[src/rtl/fir_stimulus_gen_if.sv]
// Sample stream from the stimulus generator into the FIR under test.
// The master drives result/result_valid; the slave returns result_ready.
interface fir_stimulus_gen_if #(
  parameter int unsigned DATA_W = 16
);
  logic [DATA_W-1:0] result;
  logic              result_valid;
  logic              result_ready;

  modport master (output result, output result_valid, input result_ready);
  modport slave  (input result, input result_valid, output result_ready);
endinterface

[src/rtl/fir_stimulus_gen.sv]
// Run-time configurable stimulus source for the FIR harness: impulse, step, ramp,
// square or LFSR samples, paced by a divider and streamed over valid/ready.
module fir_stimulus_gen #(
  parameter int unsigned       DATA_W    = 16,
  parameter int unsigned       DIV_W     = 8,
  parameter int unsigned       LEN_W     = 16,
  parameter logic [DATA_W-1:0] LFSR_SEED = 16'hACE1,
  parameter logic [DATA_W-1:0] LFSR_TAPS = 16'hB400
) (
  input  logic                system1000,
  input  logic                system1000_rst,
  input  logic                start,
  input  logic                abort,
  input  logic [2:0]          mode,
  input  logic [DATA_W-1:0]   amplitude,
  input  logic [LEN_W-1:0]    half_period,
  input  logic [DIV_W-1:0]    rate_div,
  input  logic [LEN_W-1:0]    length,
  fir_stimulus_gen_if.master  out_if,
  output logic                busy,
  output logic                done
);

  typedef enum logic [1:0] {StIdle, StPace, StPresent, StDone} state_e;

  localparam logic [DATA_W-1:0] MinVal = {1'b1, {(DATA_W-1){1'b0}}};
  localparam logic [DATA_W-1:0] MaxVal = {1'b0, {(DATA_W-1){1'b1}}};

  state_e            state_q, state_d;
  logic [DIV_W-1:0]  cnt_q, cnt_d;
  logic [LEN_W-1:0]  n_q, n_d;
  logic [DATA_W-1:0] acc_q, acc_d;
  logic [LEN_W-1:0]  phase_q, phase_d;
  logic              neg_q, neg_d;
  logic [DATA_W-1:0] lfsr_q, lfsr_d;
  logic [DATA_W-1:0] result_q, result_d;
  logic              valid_q, valid_d;
  logic              busy_q, busy_d;
  logic              done_q, done_d;
  logic [2:0]        mode_q, mode_d;
  logic [DATA_W-1:0] amp_q, amp_d;
  logic [LEN_W-1:0]  half_q, half_d;
  logic [DIV_W-1:0]  div_q, div_d;
  logic [LEN_W-1:0]  len_q, len_d;

  logic              xfer;
  logic              last;
  logic [LEN_W-1:0]  half_eff;
  logic [LEN_W-1:0]  n_adv;
  logic [DATA_W-1:0] acc_adv;
  logic [LEN_W-1:0]  phase_adv;
  logic              neg_adv;
  logic [DATA_W-1:0] lfsr_adv;
  logic [DATA_W-1:0] amp_neg;

  function automatic logic [DATA_W-1:0] sample_f(
    input logic [2:0]        md,
    input logic [DATA_W-1:0] amp,
    input logic [DATA_W-1:0] amp_n,
    input logic [LEN_W-1:0]  n,
    input logic [DATA_W-1:0] acc,
    input logic              neg,
    input logic [DATA_W-1:0] lf
  );
    logic [DATA_W-1:0] s;
    case (md)
      3'd0:    s = (n == '0) ? amp : '0;
      3'd1:    s = amp;
      3'd2:    s = acc;
      3'd3:    s = neg ? amp_n : amp;
      3'd4:    s = lf;
      default: s = '0;
    endcase
    return s;
  endfunction

  always_comb begin
    xfer      = valid_q & out_if.result_ready;
    half_eff  = (half_q == '0) ? LEN_W'(1) : half_q;
    n_adv     = n_q + LEN_W'(1);
    acc_adv   = acc_q + amp_q;
    lfsr_adv  = (lfsr_q >> 1) ^ (lfsr_q[0] ? LFSR_TAPS : '0);
    // Negating the most negative value would wrap back to itself, so clamp it.
    amp_neg   = (amp_q == MinVal) ? MaxVal : (~amp_q + DATA_W'(1));
    if (phase_q == half_eff - LEN_W'(1)) begin
      phase_adv = '0;
      neg_adv   = ~neg_q;
    end else begin
      phase_adv = phase_q + LEN_W'(1);
      neg_adv   = neg_q;
    end
    last = (len_q != '0) && (n_adv == len_q);

    state_d  = state_q;
    cnt_d    = cnt_q;
    n_d      = n_q;
    acc_d    = acc_q;
    phase_d  = phase_q;
    neg_d    = neg_q;
    lfsr_d   = lfsr_q;
    result_d = result_q;
    valid_d  = valid_q;
    busy_d   = busy_q;
    done_d   = 1'b0;
    mode_d   = mode_q;
    amp_d    = amp_q;
    half_d   = half_q;
    div_d    = div_q;
    len_d    = len_q;

    case (state_q)
      StIdle: begin
        if (start && !abort) begin
          mode_d  = mode;
          amp_d   = amplitude;
          half_d  = half_period;
          div_d   = rate_div;
          len_d   = length;
          n_d     = '0;
          acc_d   = '0;
          phase_d = '0;
          neg_d   = 1'b0;
          lfsr_d  = LFSR_SEED;
          cnt_d   = rate_div;
          busy_d  = 1'b1;
          state_d = StPace;
        end
      end
      StPace: begin
        if (cnt_q == '0) begin
          result_d = sample_f(mode_q, amp_q, amp_neg, n_q, acc_q, neg_q, lfsr_q);
          valid_d  = 1'b1;
          state_d  = StPresent;
        end else begin
          cnt_d = cnt_q - DIV_W'(1);
        end
      end
      StPresent: begin
        if (xfer) begin
          n_d     = n_adv;
          acc_d   = acc_adv;
          phase_d = phase_adv;
          neg_d   = neg_adv;
          lfsr_d  = lfsr_adv;
          if (last) begin
            valid_d = 1'b0;
            done_d  = 1'b1;
            state_d = StDone;
          end else if (div_q == '0) begin
            // Back-to-back: next sample replaces the current one on the same edge.
            result_d = sample_f(mode_q, amp_q, amp_neg, n_adv, acc_adv, neg_adv, lfsr_adv);
          end else begin
            valid_d = 1'b0;
            cnt_d   = div_q - DIV_W'(1);
            state_d = StPace;
          end
        end
      end
      StDone: begin
        busy_d  = 1'b0;
        state_d = StIdle;
      end
      default: state_d = StIdle;
    endcase

    if (abort) begin
      state_d = StIdle;
      valid_d = 1'b0;
      busy_d  = 1'b0;
      done_d  = 1'b0;
    end
  end

  always_ff @(posedge system1000 or posedge system1000_rst) begin
    if (system1000_rst) begin
      state_q  <= StIdle;
      cnt_q    <= '0;
      n_q      <= '0;
      acc_q    <= '0;
      phase_q  <= '0;
      neg_q    <= 1'b0;
      lfsr_q   <= LFSR_SEED;
      result_q <= '0;
      valid_q  <= 1'b0;
      busy_q   <= 1'b0;
      done_q   <= 1'b0;
      mode_q   <= '0;
      amp_q    <= '0;
      half_q   <= '0;
      div_q    <= '0;
      len_q    <= '0;
    end else begin
      state_q  <= state_d;
      cnt_q    <= cnt_d;
      n_q      <= n_d;
      acc_q    <= acc_d;
      phase_q  <= phase_d;
      neg_q    <= neg_d;
      lfsr_q   <= lfsr_d;
      result_q <= result_d;
      valid_q  <= valid_d;
      busy_q   <= busy_d;
      done_q   <= done_d;
      mode_q   <= mode_d;
      amp_q    <= amp_d;
      half_q   <= half_d;
      div_q    <= div_d;
      len_q    <= len_d;
    end
  end

  assign out_if.result       = result_q;
  assign out_if.result_valid = valid_q;
  assign busy                = busy_q;
  assign done                = done_q;

endmodule

[src/flat_wrapper.sv]
// flat-port wrapper written by rule: the top's interface ports become plain ports
module fir_stimulus_gen_flat 
#(
  parameter int unsigned       DATA_W    = 16,
  parameter int unsigned       DIV_W     = 8,
  parameter int unsigned       LEN_W     = 16,
  parameter logic [DATA_W-1:0] LFSR_SEED = 16'hACE1,
  parameter logic [DATA_W-1:0] LFSR_TAPS = 16'hB400
)
  (system1000, system1000_rst, start, abort, mode, amplitude, half_period, rate_div, length, busy, done, out_if_result, out_if_result_valid, out_if_result_ready);
  fir_stimulus_gen_if #(.DATA_W(DATA_W)) out_if_i ();
  input  logic system1000;
  input  logic system1000_rst;
  input  logic start;
  input  logic abort;
  input  logic [2:0] mode;
  input  logic [DATA_W-1:0] amplitude;
  input  logic [LEN_W-1:0] half_period;
  input  logic [DIV_W-1:0] rate_div;
  input  logic [LEN_W-1:0] length;
  output logic busy;
  output logic done;
  output wire logic [$bits(out_if_i.result)-1:0] out_if_result;
  output wire logic [$bits(out_if_i.result_valid)-1:0] out_if_result_valid;
  input wire logic [$bits(out_if_i.result_ready)-1:0] out_if_result_ready;
  assign out_if_result = out_if_i.result;
  assign out_if_result_valid = out_if_i.result_valid;
  assign out_if_i.result_ready = out_if_result_ready;
  fir_stimulus_gen #(.DATA_W(DATA_W), .DIV_W(DIV_W), .LEN_W(LEN_W), .LFSR_SEED(LFSR_SEED), .LFSR_TAPS(LFSR_TAPS)) u_core (.system1000(system1000), .system1000_rst(system1000_rst), .start(start), .abort(abort), .mode(mode), .amplitude(amplitude), .half_period(half_period), .rate_div(rate_div), .length(length), .out_if(out_if_i), .busy(busy), .done(done));
endmodule
[config.mk]
export PLATFORM = sky130hd
export DESIGN_NAME = fir_stimulus_gen_flat
export DESIGN_NICKNAME = d
export VERILOG_FILES = /design/src/rtl/fir_stimulus_gen_if.sv /design/src/rtl/fir_stimulus_gen.sv /design/src/flat_wrapper.sv
export SDC_FILE = /design/constraint.sdc
export NUM_CORES = 1
export LEC_CHECK = 0
export BUFFER_PORTS_ARGS = -buffer_cell sky130_fd_sc_hd__buf_2
export CORE_UTILIZATION = 39
export DETAILED_ROUTE_END_ITERATION = 6
export GPL_ROUTABILITY_DRIVEN = 0
export PLACE_DENSITY = 0.54
export SYNTH_ARGS = -nofsm -noshare
export SYNTH_HDL_FRONTEND = slang
export SYNTH_SLANG_ARGS = --single-unit
[constraint.sdc]
create_clock -name system1000 -period 6.4 [get_ports system1000]
set_input_delay 1.28 -clock system1000 [delete_from_list [all_inputs] [get_ports system1000]]
set_output_delay 1.28 -clock system1000 [all_outputs]
set_load 0.005 [all_outputs]
==> results of run 1 <==
## per-stage QoR
step                hold WS, ps  power, mW  utilization  area [µm²]  worst slack, ps
finish                      487       5.16        0.444       12000             2100
global placement            464       4.05        0.421       11400             2190
detailed placement          469       4.07        0.421       11400             2150
CTS                         485       5.17        0.444       12000             2120
global route                512       5.52        0.444       12000             1790
floorplan                   460       3.42            -       10700             1010
## critical path: cells and delay by family (launching register included)
kind | cells | cell delay (ps)
simple gates | 5 | 1600
flops | 1 | 480
compound gates | 7 | 1770
fa+ha+maj | 1 | 320
## area by class of cell
class / instances / area share
tap: 341 / 0.0357
sequential: 153 / 0.321
inverter: 28 / 0.00920
timing repair buffer: 96 / 0.0431
clock buffer: 17 / 0.0356
multi-input combinational: 954 / 0.540
clock inverter: 15 / 0.0157
## logic make-up (layout without fill, tap and decap cells)
group	count (synthesis)	in the layout	synth area share
DFF	153	153	0.359
buffers and inverters	110	156	0.0423
adders and majority gates	27	27	0.0323
and+or+nand+nor	455	455	0.221
AOI/OAI and AO/OA	311	311	0.196
xor gates and xnor gates	68	68	0.0556
muxes	93	93	0.0944
## synthesized netlist by cell type, drive strengths merged (11+ instances only)
cell    count  share of area
dfrtp     145           0.34
nand2     132          0.046
o21ai     100          0.047
nor2       69          0.025
clkbuf     65          0.023
mux2       64          0.067
nand3      57          0.027
a21oi      53          0.025
xnor2      44          0.036
nor3       30          0.016
mux2i      29          0.027
inv        27         0.0095
ha         26          0.030
xor2       24          0.020
nor4       23          0.015
and3       22          0.013
nand4      20          0.012
a31oi      17         0.0099
buf        17         0.0096
nand2b     16         0.0093
a221o      15          0.014
a221oi     13          0.011
and2       12         0.0070
nor2b      11         0.0064
o211ai     11         0.0077
or2        11         0.0067
or3        11         0.0064
## how the worst min path moves through the flow
stage                     depth (start not counted)                       end  slack, ps
final                                             2  u_core.out_if.result[15]        490
after global routing                              1  u_core.out_if.result[11]        510
after detailed placement                          1  u_core.out_if.result[11]        470
after floorplan                                   2          u_core.lfsr_q[3]        460
after global placement                            1  u_core.out_if.result[11]        460
after CTS                                         1  u_core.out_if.result[11]        480
## metal layers
layer	track usage	vias to the layer above	share of wire
li1	-	4585	-
met1	0.335	4625	0.48
met2	0.354	310	0.45
met3	0.0359	36	0.057
met4	0.0538	0	0.012
met5	0	-	0
## registers in the layout, indices dropped and copies added (netlist names)
name and cells:
u_core.neg_q 1, u_core.mode_q 3, u_core.lfsr_q 16, u_core.out_if.result 16, u_core.busy 1, u_core.done 1
u_core.acc_q 16, u_core.half_q 16, u_core.len_q 16, u_core.out_if.result_valid 1, u_core.cnt_q 8, u_core.div_q 8
u_core.phase_q 16, u_core.state_q 2, u_core.amp_q 16, u_core.n_q 16
## power groups by stage
stage	registers, mW	logic (mW)	clock network, mW
after detailed placement	1.83	2.24	0
after CTS	1.81	2.25	1.10
final	1.82	2.26	1.08
after global routing	1.88	2.50	1.14
after floorplan	1.56	1.86	0
after global placement	1.82	2.23	0
==> out/qor.csv, run 1 <==
stage,metric,value,unit
cells_and_area,most frequent cells in the layout,"dfrtp_1 (145), nand2_1 (132), o21ai_0 (98)",
power,pwr dens,432,nW/µm²
clock_network,clk sinks,153,
floorplanning,die area,28100,µm²
clock_network,clk_lat worst skew,430,ps
critical_path,launching point of the worst reg2reg path,u_core.half_q[2],
logic_synthesis,"Cell Area, Synth",10700,µm²
logic_synthesis,Syn Area/Cell,8.80,µm²
detailed_routing,drt first-iter violations,906,
clock_network,CTS buffer count,17,
floorplanning,Die W,168,µm
floorplanning,starting density of the core,0.397,
logic_synthesis,Netlist cell types,84,
critical_path,CP Capture Point,u_core.out_if.result[9],
logic_synthesis,Post-Syn Instances,1217,
logic_synthesis,number of synthesized flops with an enable pin,0,
logic_synthesis,Mapped Nets,1308,
clock_network,clock root buffer,clkbuf_16,
critical_path,Reg2Reg Depth,13,
critical_path,CP arrival,4620,ps
cells_and_area,fin nets,1341,
power,Max IR drop VDD,202,µV
detailed_routing,drt drc,0,
cells_and_area,"most common cell after layout, fill and taps aside",dfrtp_1,
critical_path,CP Data Required Time,6720,ps
power,P_int,2.91,mW
sta,setup tns final,0,ps
logic_synthesis,share of synthesized flip-flops with an asynchronous set or reset,1.00,
sta,final worst-path cycle share,0.672,
placement,Final HPWL DP,22300,µm
power,LEAKAGE,4.94,nW
critical_path,Crit Path Max Fanout,11,
power,Net Sw Power,2.25,mW
clock_network,Clock Path Buffers,2,
floorplanning,die height,168,µm
clock_network,# hold bufs at CTS,0,
sta,Slew @ Worst Pin,1030,ps
critical_path,Setup CP Type,register to register,
sta,Max Clock Freq,233,MHz
critical_path,crit path cell chain,or4_4 -> nor3_4 -> a31oi_1 -> ha_1 -> a22oi_1 -> o221ai_1 -> nor4_1 -> and3_1 -> o2111a_1 -> a21oi_2 -> or2_1 -> a221o_1 -> a32o_1,
cells_and_area,Multi-input gate area,6460,µm²
placement,DP Cell Count,1572,
sta,Pins Over Slew Limit,0,
global_route,pin count of the biggest net entering global routing,63,
logic_synthesis,Synth Flop Type,dfrtp_1,
clock_network,post-CTS sizing,0,
detailed_routing,TritonRoute pass-1 iters,5,
detailed_routing,Vias,9556,
sta,minimum clock period,4300,ps
clock_network,CTS tree,yes,
sta,unrepaired setup endpoints after global routing,false,
placement,IO buf count,82,
run,Max-Cap Viols,0,
critical_path,CP Launch Type,register,
clock_network,# Post-CTS Setup Buffers,0,
detailed_routing,Final ANT Viol Nets,0,
sta,skew final,12.1,ps
cells_and_area,share of cells above drive strength 1,0.182,
cells_and_area,storage element area,3840,µm²
detailed_routing,wire length per cell,19.6,µm
power,Gate power share,0.438,
global_route,first-pass GRT wire length,51200,µm
power,Clk network pwr share,0.209,
critical_path,CP max-delay cell,o2111a_1,
critical_path,Worst Setup SP,u_core.half_q[2],
cells_and_area,ant diodes,0,
clock_network,H-tree depth,4,
power,switch share,0.436,
critical_path,CP peak stage delay,560,ps
floorplanning,core area,27000,µm²
cells_and_area,Non-Filler Instances,1604,
critical_path,Reg-to-Reg End,u_core.out_if.result[9],
sta,"Setup violations, final",0,
detailed_routing,WL final,31500,µm
cells_and_area,Syn-to-layout area delta,11.7,%
logic_synthesis,Synth warnings,0,
sta,Rel. slew slack,0.313,
global_route,vias in the first global route,9044,
global_route,grt total ovfl,0,
global_route,initial antenna violation count,0,
sta,"Hold Violations, Final",0,
critical_path,internal reg-to-reg setup slack,2100,ps
cells_and_area,Filler cells,2631,
power,sequential share of power,0.353,
detailed_routing,routed vias/inst,5.96,
critical_path,CP endpoint kind,register,
logic_synthesis,Synth Register Bits,153,
floorplanning,Top Ports,83,
hold_path,worst hold path type,register to register,
floorplanning,num rows,60,
clock_network,clk slew on worst S/H paths,70,ps
global_route,GRT Util Overall,0.229,
outcome,status,"complete, no violations",
logic_synthesis,sequential share of the synthesized area,0.359,
hold_path,Hold Startpoint,u_core.out_if.result[15],
No activity file was read; power rests on OpenSTA's default activity.
==> inputs of run 2 (changes only) <==
--- a/config.mk
+++ b/config.mk
@@ -9,7 +9,7 @@
 export CORE_UTILIZATION = 39
 export DETAILED_ROUTE_END_ITERATION = 6
 export GPL_ROUTABILITY_DRIVEN = 0
-export PLACE_DENSITY = 0.54
+export PLACE_DENSITY = 0.56
 export SYNTH_ARGS = -nofsm -noshare
 export SYNTH_HDL_FRONTEND = slang
 export SYNTH_SLANG_ARGS = --single-unit
==> constraint.sdc (replaced) <==
create_clock -name system1000 -period 3.6 [get_ports system1000]
set_input_delay 0.72 -clock system1000 [delete_from_list [all_inputs] [get_ports system1000]]
set_output_delay 0.72 -clock system1000 [all_outputs]
set_load 0.005 [all_outputs]
==> out/qor.csv, run 2 (synthesis results as in run 1) <==
stage,metric,value,unit
outcome,status,"complete, no violations",
cells_and_area,Syn-to-layout area delta,18.5,%
critical_path,CP Data Required Time,3920,ps
clock_network,clk_lat worst skew,440,ps
floorplanning,die area,28100,µm²
detailed_routing,Vias,9915,
cells_and_area,post-route cell area,12700,µm²
floorplanning,Top Ports,83,
hold_path,worst hold path type,input pin to asynchronous set/reset pin,
sta,"Hold Violations, Final",0,
sta,unrepaired setup endpoints after global routing,true,
detailed_routing,WL final,32300,µm
sta,final worst-path cycle share,0.991,
global_route,vias in the first global route,9452,
clock_network,clock root buffer,clkbuf_16,
sta,minimum clock period,3570,ps
power,LEAKAGE,5.35,nW
clock_network,clk slew on worst S/H paths,60,ps
sta,Slew @ Worst Pin,669,ps
clock_network,Clock Path Buffers,2,
cells_and_area,most frequent cells in the layout,"dfrtp_1 (145), nand2_1 (132), o21ai_0 (98)",
sta,"Setup violations, final",0,
cells_and_area,Final Util,0.471,
placement,DP Cell Count,1644,
critical_path,CP endpoint kind,register,
critical_path,Setup CP Type,register to register,
run,Max-Cap Viols,0,
cells_and_area,"most common cell after layout, fill and taps aside",dfrtp_1,
sta,Pins Over Slew Limit,0,
global_route,grt total ovfl,0,
placement,Final HPWL DP,23400,µm
cells_and_area,share of cells above drive strength 1,0.240,
global_route,pin count of the biggest net entering global routing,65,
detailed_routing,routed vias/inst,5.89,
sta,Rel. slew slack,0.553,
detailed_routing,TritonRoute pass-1 iters,6,
global_route,GRT Util Overall,0.235,
clock_network,# hold bufs at CTS,0,
critical_path,Crit Path Max Fanout,4,
cells_and_area,fin nets,1421,
sta,Max Clock Freq,280,MHz
critical_path,Reg2Reg Depth,14,
global_route,initial antenna violation count,1,
cells_and_area,Non-Filler Instances,1684,
detailed_routing,Final ANT Viol Nets,0,
placement,DP Area,11900,µm²
detailed_routing,drt first-iter violations,727,
floorplanning,num rows,60,
critical_path,CP arrival,3890,ps
sta,setup ws final,30.7,ps
floorplanning,core area,27000,µm²
detailed_routing,wire length per cell,19.2,µm
critical_path,CP Launch Type,register,
placement,IO buf count,82,
clock_network,H-tree depth,4,
clock_network,CTS tree,yes,
floorplanning,die height,168,µm
cells_and_area,ant diodes,0,
sta,skew final,11.3,ps
detailed_routing,drt drc,0,
global_route,first-pass GRT wire length,52300,µm
clock_network,clk sinks,153,
floorplanning,starting density of the core,0.397,
sta,Fin Hold WS,378,ps
floorplanning,Die W,168,µm
power,Max IR drop VDD,346,µV
placement,Place WS,-116,ps
power,pwr dens,752,nW/µm²
clock_network,CTS buffer count,17,
==> run 2: cell types whose count changed in the layout (fill, tap and decap cells not counted), sizes merged <==
cell,previous run,this run
buf,96,176
bufinv,3,2
clkbuf,17,22
clkinv,6,5
clkinvlp,2,4
inv,32,27
==> run 2: cell type report <==
| cell class | count | area, µm² |
|---|---|---|
| Clock buffer | 22 | 474 |
| Clock inverter | 10 | 119 |
| Multi-Input combinational cell | 954 | 6560 |
| Inverter | 28 | 109 |
| Fill cell | 2611 | 14300 |
| Tap cell | 341 | 427 |
| Sequential cell | 153 | 3840 |
| Timing Repair Buffer | 176 | 1150 |
==> run 2: repair_timing <==
action                     4_1_cts  5_1_grt
setup buffers                    4        4
gates resized for setup          5       11
setup endpoints to repair       10       18
pin swaps                        8        9
==> run 2: stage by stage <==
| stage | setup TNS, ps | power (mW) |
|---|---|---|
| final | 0 | 9.54 |
| after global routing | -449 | 10.2 |
| after CTS | -32.6 | 9.47 |
| after detailed placement | -395 | 7.54 |
| after global placement | -59.0 | 7.49 |
| after floorplan | -88.0 | 6.09 |
==> run 2: routing by layer <==
metal,global-route usage,up-vias,routed length (µm)
met2,0.364,308,14500
met4,0.0562,2,343
li1,-,4728,-
met5,0,-,8
met1,0.338,4850,15600
met3,0.0433,27,1840
==> run 2: path summary, 6_finish.rpt <==
kind	from	end	slack, ps
min in group system1000	length[12]	u_core.len_q[12]	510
worst max-delay path	u_core.half_q[3]	u_core.out_if.result[9]	30
worst min register to register	u_core.out_if.result[2]	u_core.out_if.result[2]	510
worst max register to register	u_core.half_q[3]	u_core.out_if.result[9]	30
worst min-delay path	system1000_rst	u_core.half_q[1]	380
max in group asynchronous	system1000_rst	u_core.lfsr_q[5]	2420
==> run 2: power breakdown <==
| part | leakage, nW | internal (mW) | switching (mW) | total (mW) |
|---|---|---|---|---|
| Clock | 0.283 | 1.08 | 0.771 | 1.85 |
| Combinational | 3.12 | 2.10 | 2.56 | 4.67 |
| Sequential | 1.95 | 2.31 | 0.721 | 3.03 |
==> run 2: critical path: stages, from the launching register on <==
cell and delay [ps]:
dfrtp_1 370, or4_4 570, nor3_4 230, a31oi_4 130
ha_4 230, a22oi_2 110, o221ai_1 130, nor4_1 170
and3_1 230, o2111a_2 280, buf_4 140, a21oi_2 50
or2_4 260, a221o_1 330, a32o_1 240
==> inputs of run 3 (changes only) <==
--- a/config.mk
+++ b/config.mk
@@ -9,7 +9,7 @@
 export CORE_UTILIZATION = 39
 export DETAILED_ROUTE_END_ITERATION = 6
 export GPL_ROUTABILITY_DRIVEN = 0
-export PLACE_DENSITY = 0.56
+export PLACE_DENSITY = 0.58
 export SYNTH_ARGS = -nofsm -noshare
 export SYNTH_HDL_FRONTEND = slang
 export SYNTH_SLANG_ARGS = --single-unit
==> out/qor.csv, run 3 (synthesis results as in run 1) <==
stage,metric,value,unit
outcome,status,"complete, no violations",
global_route,pin count of the biggest net entering global routing,93,
placement,DP Cell Count,1648,
placement,Final HPWL DP,23000,µm
power,Clk network pwr share,0.194,
hold_path,worst hold path type,input pin to asynchronous set/reset pin,
clock_network,clk slew on worst S/H paths,70,ps
critical_path,CP endpoint kind,register,
clock_network,clk sinks,153,
critical_path,Crit Path Max Fanout,3,
clock_network,Clock Path Buffers,2,
floorplanning,Top Ports,83,
power,Max IR drop VDD,395,µV
cells_and_area,Final Util,0.470,
sta,Pins Over Slew Limit,0,
sta,"Setup violations, final",0,
cells_and_area,most frequent cells in the layout,"dfrtp_1 (145), nand2_1 (132), o21ai_0 (98)",
sta,setup ws final,15.2,ps
floorplanning,die area,28100,µm²
cells_and_area,Non-Filler Instances,1683,
power,LEAKAGE,5.35,nW
sta,unrepaired setup endpoints after global routing,true,
detailed_routing,WL final,31800,µm
global_route,initial antenna violation count,0,
power,Gate power share,0.489,
sta,Slew @ Worst Pin,686,ps
sta,final worst-path cycle share,0.996,
sta,"Hold Violations, Final",0,
global_route,GRT Util Overall,0.228,
floorplanning,Die W,168,µm
global_route,first-pass GRT wire length,50700,µm
floorplanning,die height,168,µm
detailed_routing,routed vias/inst,5.89,
clock_network,clock root buffer,clkbuf_16,
run,Max-Cap Viols,0,
power,switch share,0.432,
sta,minimum clock period,3580,ps
placement,Place WS,-157,ps
clock_network,clk_lat worst skew,440,ps
detailed_routing,wire length per cell,18.9,µm
floorplanning,core area,27000,µm²
clock_network,H-tree depth,4,
power,total power,9.56,mW
power,sequential share of power,0.317,
cells_and_area,Filler cells,2591,
cells_and_area,Syn-to-layout area delta,18.3,%
global_route,vias in the first global route,9308,
cells_and_area,share of cells above drive strength 1,0.243,
detailed_routing,drt first-iter violations,719,
global_route,grt total ovfl,0,
clock_network,CTS tree,yes,
clock_network,CTS buffer count,17,
floorplanning,starting density of the core,0.397,
detailed_routing,Final ANT Viol Nets,0,
critical_path,CP Launch Type,register,
cells_and_area,fin nets,1420,
cells_and_area,"most common cell after layout, fill and taps aside",dfrtp_1,
sta,Rel. slew slack,0.536,
power,Net Sw Power,4.13,mW
detailed_routing,TritonRoute pass-1 iters,5,
critical_path,CP Data Required Time,3920,ps
cells_and_area,ant diodes,0,
detailed_routing,drt drc,0,
floorplanning,num rows,60,
sta,skew final,10.2,ps
detailed_routing,Vias,9911,
placement,IO buf count,82,
power,P_int,5.43,mW
critical_path,CP arrival,3910,ps
power,pwr dens,755,nW/µm²
critical_path,Setup CP Type,register to register,
sta,Max Clock Freq,279,MHz
clock_network,# hold bufs at CTS,0,
[run 3: power by group through the flow]
stage	clock network, mW	registers [mW]	logic, mW
global placement	0	3.03	4.49
global route	1.96	3.13	5.12
floorplan	0	2.77	3.32
detailed placement	0	3.05	4.53
finish	1.86	3.03	4.68
CTS	1.89	3.02	4.57
[run 3: area by class of cell]
| class | instances | area [µm²] | area share |
|---|---|---|---|
| clock buffer | 18 | 429 | 0.0339 |
| clock inverter | 14 | 160 | 0.0126 |
| inverter | 28 | 109 | 0.00859 |
| multi-input combinational | 954 | 6560 | 0.517 |
| sequential | 153 | 3840 | 0.303 |
| tap | 341 | 427 | 0.0337 |
| timing repair buffer | 175 | 1150 | 0.0908 |
[run 3: timing repair]
action,in CTS,in global routing
buffers inserted,2,1
pin swaps,3,10
gates resized for setup,3,15
endpoints found under the setup margin,11,29
[run 3: per-stage QoR]
stage	TNS [ps]	hold slack, ps	area, µm²
floorplan	-88.0	460	10700
global placement	-97.7	470	12000
detailed placement	-709	482	12000
CTS	-0.00444	425	12600
global route	-986	425	12700
finish	0	395	12700
[run 3: final timing paths]
check                                    startpoint                       end  slack [ps]  cells past startpoint
setup / recovery                   u_core.half_q[0]   u_core.out_if.result[9]          20                     13
hold / removal                       system1000_rst         u_core.phase_q[3]         390                      3
setup reg to reg                   u_core.half_q[0]   u_core.out_if.result[9]          20                     13
hold reg to reg            u_core.out_if.result[11]  u_core.out_if.result[11]         500                      1
max in group asynchronous            system1000_rst           u_core.len_q[7]        2720                      3
min in group system1000    u_core.out_if.result[11]  u_core.out_if.result[11]         500                      1
[run 3: critical path, cell delays in order (launching register included)]
cell	delay [ps]
dfrtp_1	370
or4_4	560
nor3_4	150
a31oi_2	130
ha_2	320
a22oi_2	130
o221ai_2	120
nor4_2	150
and3_1	220
o2111a_2	260
mux2i_2	290
nand3b_1	180
a221o_1	350
a32o_1	240
[run 3: metal layers]
metal | wire, µm | global-route usage | up-vias | share of wire
met3 | 1940 | 0.0392 | 43 | 0.061
met1 | 15300 | 0.327 | 4811 | 0.48
li1 | - | - | 4733 | -
met4 | 512 | 0.0642 | 0 | 0.016
met2 | 14000 | 0.350 | 324 | 0.44
met5 | 0 | 0 | - | 0
